--- src/rtl/time_entry_buffer.sv ---
// time_entry_buffer: keypad-side writer for the microwave timer digit chain.
// Digits shift in at seconds-units; on start the MM:SS buffer is normalized
// (seconds >= 60 folded into minutes, saturating at 99:59) and a single
// one-cycle load strobe presents the four BCD digits to the timer counters.
//
// Ports:
//   clk          in   system clock, rising edge
//   clear        in   synchronous active-high reset
//   key_valid    in   digit key strobe, key_code valid this cycle
//   key_code     in   BCD digit 0-9 (10-15 ignored)
//   start_key    in   commit buffer to timer
//   cancel_key   in   discard entry
//   timer_busy   in   blocks digit/start entry while the timer counts
//   load         out  one-cycle load strobe to timer digits
//   min_tens     out  BCD minutes tens
//   min_units    out  BCD minutes units
//   sec_tens     out  BCD seconds tens (0-5 whenever load=1)
//   sec_units    out  BCD seconds units
//   entry_active out  high while collecting digits
module time_entry_buffer #(
    parameter int NUM_DIGITS   = 4,
    parameter int MAX_MIN_TENS = 9
) (
    input  logic       clk,
    input  logic       clear,
    input  logic       key_valid,
    input  logic [3:0] key_code,
    input  logic       start_key,
    input  logic       cancel_key,
    input  logic       timer_busy,
    output logic       load,
    output logic [3:0] min_tens,
    output logic [3:0] min_units,
    output logic [3:0] sec_tens,
    output logic [3:0] sec_units,
    output logic       entry_active
);

    localparam int CNT_W = $clog2(NUM_DIGITS + 1);
    localparam logic [CNT_W-1:0] CNT_FULL = CNT_W'(NUM_DIGITS);
    localparam logic [3:0] MT_MAX = 4'(MAX_MIN_TENS);

    typedef enum logic [1:0] {
        IDLE,
        ENTRY,
        NORMALIZE,
        LOAD
    } state_e;

    state_e           state_q, state_d;
    logic [3:0]       mt_q, mt_d;
    logic [3:0]       mu_q, mu_d;
    logic [3:0]       st_q, st_d;
    logic [3:0]       su_q, su_d;
    logic [CNT_W-1:0] cnt_q, cnt_d;
    logic             load_q, load_d;
    logic             entry_q, entry_d;

    logic key_ok;
    logic start_ok;
    logic buf_zero;
    logic min_at_max;
    logic sec_over;

    // Keys and start are gated by the busy timer; cancel never is.
    assign key_ok     = key_valid && !timer_busy && (key_code <= 4'd9);
    assign start_ok   = start_key && !timer_busy;
    assign buf_zero   = (mt_q == 4'd0) && (mu_q == 4'd0)
                     && (st_q == 4'd0) && (su_q == 4'd0);
    // ">=" keeps the increment from leaving BCD if the limit is below 9.
    assign min_at_max = (mt_q >= MT_MAX) && (mu_q == 4'd9);
    assign sec_over   = (st_q >= 4'd6);

    always_comb begin
        state_d = state_q;
        mt_d    = mt_q;
        mu_d    = mu_q;
        st_d    = st_q;
        su_d    = su_q;
        cnt_d   = cnt_q;

        unique case (state_q)
            IDLE: begin
                if (cancel_key) begin
                    mt_d  = 4'd0;
                    mu_d  = 4'd0;
                    st_d  = 4'd0;
                    su_d  = 4'd0;
                    cnt_d = '0;
                end else if (key_ok) begin
                    mt_d    = 4'd0;
                    mu_d    = 4'd0;
                    st_d    = 4'd0;
                    su_d    = key_code;
                    cnt_d   = CNT_W'(1);
                    state_d = ENTRY;
                end
            end

            ENTRY: begin
                if (cancel_key) begin
                    mt_d    = 4'd0;
                    mu_d    = 4'd0;
                    st_d    = 4'd0;
                    su_d    = 4'd0;
                    cnt_d   = '0;
                    state_d = IDLE;
                end else if (start_ok) begin
                    // An all-zero entry has nothing to time.
                    state_d = buf_zero ? IDLE : NORMALIZE;
                end else if (key_ok && (cnt_q < CNT_FULL)) begin
                    mt_d  = mu_q;
                    mu_d  = st_q;
                    st_d  = su_q;
                    su_d  = key_code;
                    cnt_d = cnt_q + CNT_W'(1);
                end
            end

            NORMALIZE: begin
                if (cancel_key) begin
                    mt_d    = 4'd0;
                    mu_d    = 4'd0;
                    st_d    = 4'd0;
                    su_d    = 4'd0;
                    cnt_d   = '0;
                    state_d = IDLE;
                end else begin
                    state_d = LOAD;
                    if (sec_over) begin
                        if (min_at_max) begin
                            st_d = 4'd5;
                            su_d = 4'd9;
                        end else begin
                            st_d = st_q - 4'd6;
                            if (mu_q == 4'd9) begin
                                mu_d = 4'd0;
                                mt_d = mt_q + 4'd1;
                            end else begin
                                mu_d = mu_q + 4'd1;
                            end
                        end
                    end
                end
            end

            LOAD: begin
                // The strobe for this cycle is already registered;
                // cancel only wipes the buffer afterwards.
                state_d = IDLE;
                if (cancel_key) begin
                    mt_d  = 4'd0;
                    mu_d  = 4'd0;
                    st_d  = 4'd0;
                    su_d  = 4'd0;
                    cnt_d = '0;
                end
            end
        endcase

        // Outputs are registered, so derive them from the next state.
        load_d  = (state_d == LOAD);
        entry_d = (state_d == ENTRY);
    end

    always_ff @(posedge clk) begin
        if (clear) begin
            state_q <= IDLE;
            mt_q    <= 4'd0;
            mu_q    <= 4'd0;
            st_q    <= 4'd0;
            su_q    <= 4'd0;
            cnt_q   <= '0;
            load_q  <= 1'b0;
            entry_q <= 1'b0;
        end else begin
            state_q <= state_d;
            mt_q    <= mt_d;
            mu_q    <= mu_d;
            st_q    <= st_d;
            su_q    <= su_d;
            cnt_q   <= cnt_d;
            load_q  <= load_d;
            entry_q <= entry_d;
        end
    end

    assign load         = load_q;
    assign min_tens     = mt_q;
    assign min_units    = mu_q;
    assign sec_tens     = st_q;
    assign sec_units    = su_q;
    assign entry_active = entry_q;

endmodule

--- config.mk ---
export PLATFORM = sky130hd
export DESIGN_NAME = time_entry_buffer
export DESIGN_NICKNAME = d
export VERILOG_FILES = /design/src/rtl/time_entry_buffer.sv
export SDC_FILE = /design/constraint.sdc
export NUM_CORES = 1
export LEC_CHECK = 0
export CAP_MARGIN = 0
export CORE_MARGIN = 4
export CORE_UTILIZATION = 45
export CTS_CLUSTER_DIAMETER = 150
export DETAILED_ROUTE_END_ITERATION = 16
export DONT_BUFFER_PORTS = 1
export PLACE_DENSITY_LB_ADDON = 0.2
export SLEW_MARGIN = 20
export SYNTH_ARGS = -nofsm -noshare
export SYNTH_HDL_FRONTEND = slang
export SYNTH_SLANG_ARGS = --single-unit
--- constraint.sdc ---
create_clock -name clk -period 3.39 [get_ports clk]
set_input_delay 0.339 -clock clk [delete_from_list [all_inputs] [get_ports clk]]
set_output_delay 0.339 -clock clk [all_outputs]
set_load 0.03 [all_outputs]
==> flow_metrics.env <==
export IMPL_cts_root_buf="clkbuf_4"
export IMPL_cts_tree="yes"
export IMPL_overflow=0
export IMPL_maxCapViolCount=0
export IMPL_cts_buffers=3
export IMPL_die_y_um=67.2
export IMPL_clk_path_buf_depth=2
export IMPL_critPathBufInv=1
export IMPL_p_per_area_nw_per_um2=344
export IMPL_fin_total_pwr_mw=0.566
export IMPL_syn_num_nets=204
export IMPL_hold_class="in -> reg"
export IMPL_worst_setup_path_type="reg -> reg"
export IMPL_ys_flop_type="dfxtp_1"
export IMPL_gp_congestion=0.840
export IMPL_synth_compound_area_share_pct=19.0
export IMPL_ys_ff_latch=23
export IMPL_rows=21
export IMPL_antenna_found_initial=0
export IMPL_crit_path_max_fanout=9
export IMPL_worst_skew_pair_late_latency_ns=0.32
export IMPL_diodes=0
export IMPL_syn2layout_area_growth_pct=4.52
export IMPL_drc_errors=0
export IMPL_die_area_um2=4510
export IMPL_ys_warn_count=0
export IMPL_start_util_pct=46.9
export IMPL_synth_simple_area_share_pct=29.6
export IMPL_fillerInstances=352
export IMPL_fp_coreArea_um2=3360
export IMPL_cts_setup_buffers=0
export IMPL_crit_chain="inv_1 > ha_1 > nor3b_1 > nor3_1 > nor4_4 > nand2_4 > mux2i_1"
export IMPL_startpoint="min_tens[1]"
export IMPL_synth_top_family_by_area="simple AND/OR/NAND/NOR gates"
export IMPL_clkTransAtPathRegs_ns=0.14
export IMPL_synth_area_um2=1580
export IMPL_critPathTopFamily="simple AND/OR/NAND/NOR gates"
export IMPL_die_x_um=67.2
export IMPL_regToRegStartpoint="min_tens[1]"
export IMPL_slowest_delay_ns=0.61
export IMPL_slowest_stage="dfxtp_1"
export IMPL_ios=28
export IMPL_ir_drop_uv=151
export IMPL_drt_iter0_drc=107
export IMPL_final_min_clock_period_ns=2.19
export IMPL_first_global_vias=1267
export IMPL_synth_edf_count=0
export IMPL_synthAdderAreaFrac_pct=10.3
export IMPL_clock_sinks=23
export IMPL_drv_slew=0
export IMPL_drt_first_pass_iters=4
export IMPL_max_slew_margin_rel_pct=49.4
export IMPL_htree_levels=1
export IMPL_grt_setup_unrepaired="no"
export IMPL_required_ns=3.61
export IMPL_vias=1339
export IMPL_finalSetupViolations=0
export IMPL_status="complete, no violations"
export IMPL_syn_inst=181
export IMPL_grt_pass1_wl_um=6030
export IMPL_postCtsHoldBufs=0
export IMPL_syn_mean_instance_area_um2=8.71
export IMPL_wl_um=3740
export IMPL_async_flop_share_pct=0
export IMPL_cp_start_kind="register"
export IMPL_dp_cells=223
export IMPL_ant_nets=0
export IMPL_dp_final_hpwl_um=2790
export IMPL_fmax_mhz=457
export IMPL_end_kind="register"
export IMPL_fin_crit_sh_pct=64.6
export IMPL_portBuffers=0
export IMPL_wl_per_cell_um=16.5
export IMPL_grt_max_degree=25
export IMPL_synth_seq_area_share_pct=29.2
export IMPL_fin_cells=227
export IMPL_via_per_inst=5.90
export IMPL_worst_slew_pin_slew_ns=0.758
export IMPL_report_final_hold_viol_count=0
export IMPL_grt_use_total_pct=17.5
export IMPL_ys_types=48
export IMPL_p_leak_nw=0.586
export IMPL_r2r_slack_ns=1.20
export IMPL_drive_gt1_share_pct=9.94
export IMPL_fin_nets=205
export IMPL_hp_start="cancel_key"
export IMPL_arrival_ns=2.41
export IMPL_synth_xor_area_share_pct=2.78
export IMPL_clock_skew_ns=0.0102
export IMPL_post_cts_resized=0
export IMPL_synthMuxAreaShare_pct=4.44
export IMPL_setup_tns_ns=0
==> flip-flops by register name, summed over array words and instances, names as in the netlist <==
register      flops
sec_tens          4
sec_units         4
state_q           2
min_units         4
load              1
cnt_q             3
entry_active      1
min_tens          4
==> power breakdown <==
group,total (mW),internal (mW),switching [mW]
Clock,0.135,0.0442,0.0904
Combinational,0.128,0.0539,0.0744
Sequential,0.303,0.280,0.0227
Total,0.566,0.379,0.188
==> synth_stat cells, types with 5 or more instances <==
cell type	count	area share, %
nand3b_1	5	2.4
a21oi_1	5	1.6
nand2b_1	11	4.4
nor2b_1	5	2.0
o21ai_0	9	2.9
dfxtp_1	23	29
nand2_1	21	5.0
nand3_1	10	3.2
inv_1	14	3.3
ha_1	13	10
mux2i_1	7	4.4
==> path summary, 6_finish.rpt <==
path                  endpoint  cells past startpoint
setup / recovery   min_tens[1]                      7
hold reg to reg       cnt_q[1]                      2
hold / removal    sec_units[0]                      1
setup reg to reg   min_tens[1]                      7
==> layer usage <==
| layer | part of all wire [%] | GRT usage [%] |
|---|---|---|
| met5 | 0 | 0 |
| met4 | 1.3 | 7.09 |
| met3 | 5.8 | 3.33 |
| met2 | 50 | 30.3 |
| met1 | 43 | 21.2 |
==> area by class of cell <==
type,instances,area [µm²],share of cell area (%)
flip-flops and latches,23,460,27.9
clock buffers,3,22.5,1.37
inverters,14,52.6,3.19
repair buffers,1,7.51,0.456
multi-input cells,139,1040,63.2
clock inverters,1,5.00,0.304
well taps,46,57.6,3.49
==> placed cells by master (no fill, tap or decap), drive strengths merged, types with 4 or more instances in the layout <==
master / synthesis / layout
nand3b: 5 / 5
nor2b: 6 / 6
ha: 13 / 13
nor3: 5 / 5
mux2i: 7 / 7
inv: 14 / 14
nand2b: 12 / 12
nand3: 10 / 10
dfxtp: 23 / 23
a21oi: 5 / 5
nor2: 4 / 4
nand2: 23 / 23
o21ai: 11 / 11
==> per-stage QoR <==
step / utilization (%) / setup slack, ns / hold slack (ns) / instance area, µm²
2_1_floorplan: - / 1.46 / 0.473 / 1580
3_3_place_gp: 48.2 / 1.27 / 0.413 / 1620
3_5_place_dp: 48.2 / 1.21 / 0.415 / 1620
4_1_cts: 49.0 / 1.19 / 0.0597 / 1650
5_1_grt: 49.0 / 1.02 / 0.0459 / 1650
6_report: 49.0 / 1.20 / 0.0636 / 1650
==> kinds of logic (layout without fill, tap and decap cells) <==
kind of cell,after synthesis,count (layout)
simple gates,77,77
compound gates,37,37
flops,23,23
buf+inv,19,19
fa+ha+maj,13,13
mux,7,7
xor+xnor,5,5
Note: power is estimated with default switching activity, not from simulation.
